--- src/rtl/nibble_serial_subtractor.sv ---
// nibble_serial_subtractor
//
// Multi-cycle WIDTH-bit subtractor: f = a - b - bin, computed one SLICE-bit
// slice per clock, least significant slice first, with the borrow rippled
// between slices as an inverted carry (a + ~b + ~bin).
//
// Optional feature macro: ADDSUB_MODE_EN
//   When defined, a 'sub' input selects subtraction (1) or addition (0),
//   latched together with the operands. When undefined the block always
//   subtracts and there is no 'sub' port.
//
// Ports:
//   clk    in   rising-edge clock
//   rst_n  in   synchronous active-low reset
//   sub    in   (ADDSUB_MODE_EN only) 1 = subtract, 0 = add
//   start  in   operation request, sampled only in IDLE
//   a      in   minuend (WIDTH)
//   b      in   subtrahend (WIDTH)
//   bin    in   borrow-in (carry-in in add mode)
//   busy   out  high while slices are being processed
//   done   out  one-cycle pulse; f/bout/ovf valid from this cycle
//   f      out  result (WIDTH), held until next completion or reset
//   bout   out  borrow-out (carry-out in add mode)
//   ovf    out  two's-complement overflow
//
// FSM states:
//   state | meaning
//   IDLE  | waiting for start; operands latched when start is seen
//   CALC  | one slice processed per cycle, last slice loads the outputs
//   DONE  | one-cycle completion, done pulses here

module nibble_serial_subtractor #(
  parameter int WIDTH = 16,
  parameter int SLICE = 4
) (
  input  logic             clk,
  input  logic             rst_n,
`ifdef ADDSUB_MODE_EN
  input  logic             sub,
`endif
  input  logic             start,
  input  logic [WIDTH-1:0] a,
  input  logic [WIDTH-1:0] b,
  input  logic             bin,
  output logic             busy,
  output logic             done,
  output logic [WIDTH-1:0] f,
  output logic             bout,
  output logic             ovf
);

  localparam int N     = WIDTH / SLICE;
  localparam int CNT_W = (N > 1) ? $clog2(N) : 1;
  localparam logic [CNT_W-1:0] LAST = CNT_W'(N - 1);

  typedef enum logic [1:0] {
    IDLE = 2'd0,
    CALC = 2'd1,
    DONE = 2'd2
  } state_t;

  state_t           state;
  logic [CNT_W-1:0] cnt;
  logic [WIDTH-1:0] a_q;
  logic [WIDTH-1:0] b_q;
  logic [WIDTH-1:0] acc;
  logic             carry;

  // Mode of the operation in flight and mode requested at the inputs.
  logic             sub_mode;
  logic             sub_req;

`ifdef ADDSUB_MODE_EN
  logic             sub_q;
  assign sub_mode = sub_q;
  assign sub_req  = sub;
`else
  assign sub_mode = 1'b1;
  assign sub_req  = 1'b1;
`endif

  // Slice datapath
  int               idx;
  logic [SLICE-1:0] slice_a;
  logic [SLICE-1:0] slice_b;
  logic [SLICE:0]   slice_sum;
  logic [WIDTH-1:0] acc_next;
  logic             bout_next;
  logic             ovf_next;

  always_comb begin
    idx       = int'(cnt) * SLICE;
    slice_a   = a_q[idx +: SLICE];
    slice_b   = sub_mode ? ~b_q[idx +: SLICE] : b_q[idx +: SLICE];
    slice_sum = {1'b0, slice_a} + {1'b0, slice_b} + {{SLICE{1'b0}}, carry};

    // The last slice bypasses acc so the outputs load on the same edge.
    acc_next                = acc;
    acc_next[idx +: SLICE]  = slice_sum[SLICE-1:0];

    // Carry out of the top slice is an inverted borrow when subtracting.
    bout_next = sub_mode ? ~slice_sum[SLICE] : slice_sum[SLICE];

    if (sub_mode)
      ovf_next = (a_q[WIDTH-1] != b_q[WIDTH-1]) &&
                 (acc_next[WIDTH-1] != a_q[WIDTH-1]);
    else
      ovf_next = (a_q[WIDTH-1] == b_q[WIDTH-1]) &&
                 (acc_next[WIDTH-1] != a_q[WIDTH-1]);
  end

  always_ff @(posedge clk) begin
    if (!rst_n) begin
      state <= IDLE;
      cnt   <= '0;
      a_q   <= '0;
      b_q   <= '0;
      acc   <= '0;
      carry <= 1'b0;
`ifdef ADDSUB_MODE_EN
      sub_q <= 1'b1;
`endif
      busy  <= 1'b0;
      done  <= 1'b0;
      f     <= '0;
      bout  <= 1'b0;
      ovf   <= 1'b0;
    end else begin
      case (state)
        IDLE: begin
          done <= 1'b0;
          if (start) begin
            a_q   <= a;
            b_q   <= b;
`ifdef ADDSUB_MODE_EN
            sub_q <= sub;
`endif
            carry <= sub_req ? ~bin : bin;
            cnt   <= '0;
            busy  <= 1'b1;
            state <= CALC;
          end
        end

        CALC: begin
          acc   <= acc_next;
          carry <= slice_sum[SLICE];
          if (cnt == LAST) begin
            cnt   <= '0;
            f     <= acc_next;
            bout  <= bout_next;
            ovf   <= ovf_next;
            busy  <= 1'b0;
            done  <= 1'b1;
            state <= DONE;
          end else begin
            cnt <= cnt + 1'b1;
          end
        end

        DONE: begin
          done  <= 1'b0;
          state <= IDLE;
        end

        default: begin
          busy  <= 1'b0;
          done  <= 1'b0;
          state <= IDLE;
        end
      endcase
    end
  end

endmodule

--- config.mk ---
export PLATFORM = sky130hd
export DESIGN_NAME = nibble_serial_subtractor
export DESIGN_NICKNAME = d
export VERILOG_FILES = /design/src/rtl/nibble_serial_subtractor.sv
export SDC_FILE = /design/constraint.sdc
export NUM_CORES = 1
export LEC_CHECK = 0
export CORE_AREA = 2 2 121 64
export CTS_BUF_LIST = sky130_fd_sc_hd__clkbuf_8
export DETAILED_ROUTE_END_ITERATION = 10
export DIE_AREA = 0 0 123 66
export PLACE_DENSITY = 0.82
export SETUP_SLACK_MARGIN = 0.02
export SYNTH_ARGS = -nofsm -noshare
export SYNTH_HDL_FRONTEND = slang
export SYNTH_SLANG_ARGS = --single-unit
--- constraint.sdc ---
create_clock -name clk -period 2.9 [get_ports clk]
set_input_delay 0.29 -clock clk [delete_from_list [all_inputs] [get_ports clk]]
set_output_delay 0.29 -clock clk [all_outputs]
set_load 0.02 [all_outputs]
==> flow_metrics.py, run 1 <==
metrics = {
    "run_status": {
        "status": "completed",
    },
    "clock_tree": {
        "tritoncts": "done",
        "cts-htree-levels": 3,
        "clk_path_buf_depth": 2,
        "clk_pin_slew_ns": 0.07,
        "cts_setup_buffers": 0,
        "cts_made_buffers": 9,
        "root_buffer": "clkbuf_8",
        "clock_latency_ns": 0.36,
        "clock_sinks": 73,
        "cts_repair_resize_count": 0,
        "cts_hold_buf": 0,
    },
    "floorplan": {
        "core-area_sq_mm": 0.00710,
        "die_y_um": 66,
        "rows": 22,
        "die_w_um": 123,
        "die_area_sq_mm": 0.00812,
        "ioPinCount": 56,
        "initial_utilization_pct": 47.0,
    },
    "run": {
        "max-cap-violations": 0,
    },
    "worst_setup_path": {
        "startpoint_type": "flip-flop",
        "cp.arrival_ns": 2.98,
        "critPathMaxFanout": 5,
        "crit_start": "cnt[0]$_SDFFE_PN0P_",
        "slowest_delay_ns": 0.51,
        "r2r-start": "cnt[0]$_SDFFE_PN0P_",
        "cp.required_ns": 3.19,
        "setup.worst_path.end_class": "flip-flop",
        "r2r_cells": 8,
        "regToRegSetupSlack_ns": 0.21,
        "crit_type": "flip-flop to flip-flop",
        "crit_slowest_cell": "or4b_1",
        "cp-endpoint": "ovf$_SDFFE_PN0P_",
        "crit_chain": "buf_4 > mux4_2 > ha_1 > a21oi_1 > o21ai_4 > mux2i_1 > or4b_1 > a31oi_1",
        "reg2reg_to": "ovf$_SDFFE_PN0P_",
    },
    "logic_synthesis": {
        "synth_cell_types": 38,
        "syn-cell-area_sq_mm": 0.00334,
        "synthCells": 371,
        "ys_top_cells_by_area": "dfxtp_1 44%, nand2_1 9.7%, a21boi_0 7.6%, mux4_2 5.4%, o211a_1 4.8%",
        "yosys_register_bits": 73,
        "avgSynthCellArea_sq_um": 8.99,
        "netlist_top_cells_count": "86 x nand2_1, 73 x dfxtp_1, 34 x a21boi_0",
        "synthArstFlopShare_pct": 0,
        "yosysMostFrequentCell": "nand2_1",
        "yosys_warnings": 0,
        "ys_seq_area_share_pct": 43.8,
        "synth_top_area_cell": "dfxtp_1",
        "synth_nets": 418,
        "synth_enable_flop_cells": 0,
        "ys.flop_type": "dfxtp_1",
        "netlist.area_leader.share_pct": 43.8,
    },
    "sta": {
        "fin_setup_tns_ns": 0,
        "final_max_slew_viol_count": 0,
        "hold_violations": 0,
        "clock_skew_ns": 0.00717,
        "period_share_pct": 92.9,
        "fin_crit_ns": 2.69,
        "fmax_ghz": 0.371,
        "worst_slew_pin_slew_ns": 0.780,
        "rsz0062_at_grt": "no",
        "slew_headroom_pct": 48.0,
        "finalSetupViolations": 0,
    },
    "power_and_ir_drop": {
        "total_power_mw": 2.19,
        "max-vdd-ir-drop_uv": 241,
        "power.leakage_nw": 1.71,
        "power_density_mw_per_mm2": 527,
    },
    "cells_and_area": {
        "multiInputGateArea_sq_mm": 0.00172,
        "fillers": 634,
        "drive_above_1_share_pct": 9.84,
        "final_nets": 469,
        "n_antenna_cell": 0,
        "regArea_sq_mm": 0.00146,
        "area_delta_synth_final_pct": 24.6,
    },
    "routing": {
        "routed_wl_um": 7900,
        "drc": 0,
        "post_drt_wl_per_cell_um": 15.1,
        "drtIter0Drc": 170,
        "vias": 2790,
        "ant_nets": 0,
        "via_per_inst": 5.33,
        "first_pass_iters": 4,
    },
    "global_routing": {
        "grt_max_degree": 52,
        "grt_pass1_wl_um": 12900,
        "grt.overflow.total": 0,
        "grt_pass1_vias": 2566,
        "antenna_found_initial": 0,
        "grt_usage_pct": 21.1,
    },
    "placement": {
        "numPortBuffers": 55,
        "gp_congestion": 0.890,
        "dpl.hpwl_um": 5780,
    },
    "min_path": {
        "min-delay-path-class": "flip-flop to flip-flop",
    },
}
[routing by layer]
metal  wire [um]  GRT usage, %  up-vias
li1            -             -     1368
met1        3990          30.6     1320
met2        3170          29.3       97
met3         711          7.24        5
met4          35          6.53        0
met5           0             0        -
[layout make-up]
type | instances | area share (%)
Tap cell | 96 | 2.89
Clock buffer | 11 | 3.64
Clock inverter | 5 | 0.722
Multi-Input combinational cell | 258 | 41.4
Timing Repair Buffer | 64 | 14.7
Inverter | 16 | 1.44
Sequential cell | 73 | 35.2
[flip-flops by register name, indices dropped and copies added (netlist names)]
register,cells
a_q,16
acc,16
b_q,16
bout,1
busy,1
carry,1
cnt,2
done,1
f,16
ovf,1
state,2
[worst max-delay path: cells and delay by family, from the launching register on]
family	cells	cell delay (ns)
buffers and inverters	1	0.16
DFF	1	0.39
AOI/OAI and AO/OA	3	0.52
muxes	2	0.66
and+or+nand+nor	1	0.51
adders and majority gates	1	0.38
[report_power, final]
part	internal (mW)	switching [mW]	total (mW)
logic	0.177	0.202	0.378
registers	1.05	0.0312	1.08
clock network	0.352	0.379	0.731
total	1.58	0.612	2.19
[stage by stage]
stage / hold slack (ns) / instances / cell area, sq um / setup WS [ns] / util [%]
4_1_cts: 0.472 / 523 / 4160 / 0.101 / 58.5
6_report: 0.467 / 523 / 4160 / 0.207 / 58.6
3_5_place_dp: 0.462 / 507 / 3980 / 0.0889 / 56.0
2_1_floorplan: 0.435 / 371 / 3340 / 0.141 / -
3_3_place_gp: 0.453 / 507 / 3980 / 0.211 / 56.0
5_1_grt: 0.492 / 523 / 4160 / 0.0650 / 58.6
[worst min path at each step]
stage / startpoint / endpoint / cells past startpoint
2_1_floorplan: b[0] / b_q[0]$_SDFFE_PN0P_ / 2
3_3_place_gp: a_q[9]$_SDFFE_PN0P_ / a_q[9]$_SDFFE_PN0P_ / 2
3_5_place_dp: b_q[13]$_SDFFE_PN0P_ / b_q[13]$_SDFFE_PN0P_ / 2
4_1_cts: b_q[13]$_SDFFE_PN0P_ / b_q[13]$_SDFFE_PN0P_ / 2
5_1_grt: b_q[13]$_SDFFE_PN0P_ / b_q[13]$_SDFFE_PN0P_ / 2
6_report: b_q[13]$_SDFFE_PN0P_ / b_q[13]$_SDFFE_PN0P_ / 2
[cell families (layout without fill, tap and decap cells)]
logic type	after synthesis	in the layout	synth area share, %
xor gates and xnor gates	2	2	0.525
DFF	73	73	43.8
buffers and inverters	40	96	4.69
AOI/OAI and AO/OA	95	95	21.1
muxes	9	9	5.70
adders and majority gates	11	11	4.57
and+or+nand+nor	141	141	19.6
[cell usage in the layout (no fill, tap or decap), drive strengths merged, types with 4 or more instances in the layout]
cell type	synthesis	layout
nor2b	16	16
nand2b	4	4
buf	6	10
clkbuf	18	11
mux4	8	8
clkdlybuf4s50	0	54
o21ai	10	10
ha	9	9
nand2	87	87
a22oi	5	5
a21boi	34	34
dfxtp	73	73
inv	16	16
nor3b	5	5
a21oi	16	16
o211a	16	16
nor2	14	14
Note: power is estimated with default switching activity, not from simulation.
==> run 2: changes to the inputs <==
SETUP_SLACK_MARGIN = 0.4   (was 0.02)
==> flow_metrics.py, run 2 (same netlist as run 1, synthesis figures left out) <==
metrics = {
    "run_status": {
        "status": "completed",
    },
    "sta": {
        "clock_skew_ns": 0.00690,
        "slew_headroom_pct": 48.0,
        "finalSetupViolations": 0,
        "period_share_pct": 86.0,
        "final_max_slew_viol_count": 0,
        "fin_crit_ns": 2.49,
        "fmax_ghz": 0.401,
        "worst_slew_pin_slew_ns": 0.780,
        "fin_setup_tns_ns": 0,
        "hold_violations": 0,
        "timing.hold.ws_ns": 0.466,
        "rsz0062_at_grt": "yes",
    },
    "floorplan": {
        "ioPinCount": 56,
        "die_w_um": 123,
        "rows": 22,
        "die_y_um": 66,
        "initial_utilization_pct": 47.0,
        "die_area_sq_mm": 0.00812,
        "core-area_sq_mm": 0.00710,
    },
    "routing": {
        "first_pass_iters": 6,
        "routed_wl_um": 8460,
        "via_per_inst": 5.45,
        "drtIter0Drc": 351,
        "ant_nets": 0,
        "drc": 0,
        "vias": 2877,
        "post_drt_wl_per_cell_um": 16.0,
    },
    "run": {
        "max-cap-violations": 0,
    },
    "cells_and_area": {
        "final_nets": 475,
        "final_common_cell": "nand2_1",
        "drive_above_1_share_pct": 14.8,
        "n_antenna_cell": 0,
        "area_delta_synth_final_pct": 31.0,
        "final_util_pct": 61.6,
        "layout_common_cells": "86 x nand2_1, 72 x dfxtp_1, 54 x clkdlybuf4s50_1",
    },
    "global_routing": {
        "grt_usage_pct": 22.2,
        "grt_pass1_vias": 2754,
        "grt_max_degree": 50,
        "grt_pass1_wl_um": 13500,
        "antenna_found_initial": 0,
        "grt.overflow.total": 0,
    },
    "worst_setup_path": {
        "crit_type": "flip-flop to flip-flop",
        "path_buf_inv": 1,
        "startpoint_type": "flip-flop",
        "setup.worst_path.end_class": "flip-flop",
        "cp.arrival_ns": 2.78,
        "critPathMaxFanout": 6,
        "crit_chain": "buf_4 > mux4_2 > ha_4 > nand2_2 > o21ai_4 > mux2i_2 > or4b_1 > a31oi_1",
        "cp.required_ns": 3.19,
        "slowest_delay_ns": 0.55,
        "crit_slowest_cell": "mux4_2",
        "cpLargestDelayFamily": "multiplexers",
    },
    "placement": {
        "numPortBuffers": 55,
        "dpl.hpwl_um": 5930,
        "gp_congestion": 0.938,
    },
    "clock_tree": {
        "root_buffer": "clkbuf_8",
        "cts-htree-levels": 3,
        "clk_pin_slew_ns": 0.08,
        "tritoncts": "done",
        "cts_hold_buf": 0,
        "clk_path_buf_depth": 2,
        "clock_sinks": 73,
        "cts_made_buffers": 9,
        "clock_latency_ns": 0.36,
    },
    "power_and_ir_drop": {
        "power_density_mw_per_mm2": 549,
        "max-vdd-ir-drop_uv": 233,
        "power.leakage_nw": 1.79,
    },
    "min_path": {
        "min-delay-path-class": "flip-flop to flip-flop",
    },
}
## run 2: cell count changes in the layout (fill, tap and decap cells not counted), moves of 3 or more
cell     change
a21oi_4      +3
buf_4        +5
a21oi_2      +3
a21oi_1      -6
ha_1         -3
ha_4         +3
## run 2: layout make-up
class                           count  area, sq um
Fill cell                         608         2730
Multi-Input combinational cell    258         1850
Sequential cell                    73         1470
Tap cell                           96          120
Clock buffer                       10          138
Inverter                           16         60.1
Timing Repair Buffer               70          662
Clock inverter                      5         72.6
## run 2: worst min-delay path, delay by kind of cell (launching register included)
kind | cells | cell delay, ns
flops | 1 | 0.31
compound gates | 1 | 0.06
simple gates | 1 | 0.04
## run 2: per-layer routing
layer | up-vias | wire [um] | GRT usage [%]
met3 | 27 | 738 | 8.88
li1 | 1381 | - | -
met4 | 0 | 161 | 5.11
met2 | 134 | 3360 | 30.5
met5 | - | 0 | 0
met1 | 1335 | 4190 | 32.3
## run 2: timing repair
action                     CTS  global route
setup buffers                3             1
cloned                       0             0
pin swaps                    1             3
resized for setup            6            19
setup endpoints to repair   23            23
## run 2: final timing paths
kind / from / to / slack (ns) / depth (start not counted)
worst max-delay path: cnt[0]$_SDFFE_PN0P_ / ovf$_SDFFE_PN0P_ / 0.41 / 8
worst min-delay path: b_q[11]$_SDFFE_PN0P_ / b_q[11]$_SDFFE_PN0P_ / 0.47 / 2
worst max register to register: cnt[0]$_SDFFE_PN0P_ / ovf$_SDFFE_PN0P_ / 0.41 / 8
worst min register to register: b_q[11]$_SDFFE_PN0P_ / b_q[11]$_SDFFE_PN0P_ / 0.47 / 2
## run 2: metrics by stage
step / cells / power [mW] / area [sq um] / setup WS, ns
after floorplan: 371 / 1.35 / 3350 / 0.388
after global placement: 509 / 1.47 / 4000 / 0.289
after detailed placement: 509 / 1.48 / 4000 / 0.194
after CTS: 527 / 2.35 / 4270 / 0.395
after global routing: 528 / 2.50 / 4370 / 0.322
final: 528 / 2.40 / 4370 / 0.405
## run 2: where the power goes
part           total (mW)  internal [mW]  switching (mW)
clock               0.861          0.495           0.365
sequential           1.08           1.05          0.0311
combinational       0.457          0.219           0.238
==> run 3: changes to the inputs <==
CORE_AREA = 2 2 119 63   (was 2 2 121 64)
DIE_AREA = 0 0 121 65   (was 0 0 123 66)
PLACE_DENSITY = 0.85   (was 0.82)
==> flow_metrics.py, run 3 (same netlist as run 1, synthesis figures left out) <==
metrics = {
    "placement": {
        "post-place-ws_ns": 0.214,
        "numPortBuffers": 55,
        "gp_congestion": 0.928,
        "dpl.hpwl_um": 6120,
        "place_area_sq_mm": 0.00398,
    },
    "power_and_ir_drop": {
        "p_switching_uw": 642,
        "p_comb_share_pct": 17.4,
        "max-vdd-ir-drop_uv": 309,
        "internal-power_mw": 1.82,
        "seq_power_share_pct": 44.0,
        "p_clk_share_pct": 38.6,
        "power.leakage_nw": 1.76,
        "power_density_mw_per_mm2": 570,
        "power.share.switching_pct": 26.1,
    },
    "floorplan": {
        "rows": 22,
        "initial_utilization_pct": 47.9,
        "die_y_um": 65,
        "ioPinCount": 56,
        "core-area_sq_mm": 0.00696,
        "die_area_sq_mm": 0.00787,
        "die_w_um": 121,
    },
    "routing": {
        "first_pass_iters": 4,
        "drtIter0Drc": 209,
        "drc": 0,
        "via_per_inst": 5.38,
        "ant_nets": 0,
        "routed_wl_um": 8340,
        "vias": 2820,
        "post_drt_wl_per_cell_um": 15.9,
    },
    "run": {
        "max-cap-violations": 0,
    },
    "cells_and_area": {
        "multiInputGateArea_sq_mm": 0.00180,
        "area_delta_synth_final_pct": 29.4,
        "final_area_sq_mm": 0.00432,
        "final_common_cell": "nand2_1",
        "fillers": 605,
        "layout_common_cells": "86 x nand2_1, 72 x dfxtp_1, 54 x clkdlybuf4s50_1",
        "regArea_sq_mm": 0.00147,
        "drive_above_1_share_pct": 13.3,
        "n_antenna_cell": 0,
        "final_util_pct": 62.0,
        "final_nets": 471,
    },
    "sta": {
        "fin_setup_tns_ns": 0,
        "timing.hold.ws_ns": 0.466,
        "worst_slew_pin_slew_ns": 0.682,
        "setup_slack_ns": 0.408,
        "hold_violations": 0,
        "clock_skew_ns": 0.00800,
        "slew_headroom_pct": 54.5,
        "period_share_pct": 85.9,
        "rsz0062_at_grt": "yes",
        "finalSetupViolations": 0,
        "final_max_slew_viol_count": 0,
        "fmax_ghz": 0.401,
        "fin_crit_ns": 2.49,
    },
    "min_path": {
        "min-delay-path-class": "flip-flop to flip-flop",
    },
    "worst_setup_path": {
        "crit_chain": "mux4_2 > fa_2 > buf_4 > o21ai_4 > mux2i_1 > or4b_1 > a31oi_1",
        "crit_slowest_cell": "mux4_2",
        "path_buf_inv": 1,
        "critPathMaxFanout": 4,
        "cp.arrival_ns": 2.79,
        "crit_type": "flip-flop to flip-flop",
        "startpoint_type": "flip-flop",
        "cp.required_ns": 3.20,
        "setup.worst_path.end_class": "flip-flop",
        "slowest_delay_ns": 0.53,
        "cpLargestDelayFamily": "multiplexers",
    },
    "global_routing": {
        "grt_pass1_vias": 2748,
        "grt_max_degree": 45,
        "grt_usage_pct": 22.8,
        "antenna_found_initial": 0,
        "grt_pass1_wl_um": 13700,
        "grt.overflow.total": 0,
    },
    "clock_tree": {
        "cts_hold_buf": 0,
        "clk_path_buf_depth": 2,
        "clk_pin_slew_ns": 0.08,
        "clock_latency_ns": 0.37,
        "clock_sinks": 73,
        "cts-htree-levels": 3,
        "tritoncts": "done",
        "root_buffer": "clkbuf_8",
        "cts_made_buffers": 9,
    },
    "run_status": {
        "status": "completed",
    },
}
## run 3: changes by cell type in the layout (fill, tap and decap cells not counted), moves of 2 or more
cell,before,now
a21oi_2,3,1
inv_1,16,13
ha_4,3,1
ha_1,6,8
buf_4,14,10
## run 3: power groups by stage
stage	sequential (mW)	clock (mW)	combinational, mW
4_1_cts	1.08	0.954	0.403
6_report	1.08	0.949	0.427
5_1_grt	1.09	1.00	0.466
3_3_place_gp	1.10	0	0.361
2_1_floorplan	1.09	0	0.253
3_5_place_dp	1.10	0	0.375
## run 3: worst paths after layout
path / start / to / slack [ns] / cells past startpoint
hold / removal: a_q[14]$_SDFFE_PN0P_ / a_q[14]$_SDFFE_PN0P_ / 0.47 / 2
hold reg to reg: a_q[14]$_SDFFE_PN0P_ / a_q[14]$_SDFFE_PN0P_ / 0.47 / 2
setup reg to reg: cnt[0]$_SDFFE_PN0P_ / ovf$_SDFFE_PN0P_ / 0.41 / 7
setup / recovery: cnt[0]$_SDFFE_PN0P_ / ovf$_SDFFE_PN0P_ / 0.41 / 7
## run 3: final cells by class
| class | instances | area share [%] |
|---|---|---|
| multi-input combinational | 258 | 41.8 |
| sequential | 73 | 33.9 |
| timing repair buffer | 66 | 14.7 |
| clock buffer | 9 | 2.87 |
| tap | 96 | 2.78 |
| clock inverter | 6 | 2.49 |
| inverter | 16 | 1.39 |
## run 3: layer usage
metal	GRT usage, %	part of all wire (%)
met5	0	0
met4	5.67	0.94
met2	32.4	40
met1	33.3	50
met3	7.31	8.6
## run 3: worst min-delay path: stages (launching register included)
cell and delay [ns]:
dfxtp_1 0.31, nand2_1 0.04, a21boi_0 0.06
## run 3: repair_timing
action,in CTS,in global routing
gates resized for setup,10,9
pin swaps,1,5
endpoints found under the setup margin,20,24
cloned,0,0
setup buffers,2,1
## run 3: through the flow
step                      std cells  power [mW]
final                           524        2.46
after floorplan                 371        1.35
after CTS                       523        2.44
after global routing            524        2.55
after global placement          506        1.46
after detailed placement        506        1.48
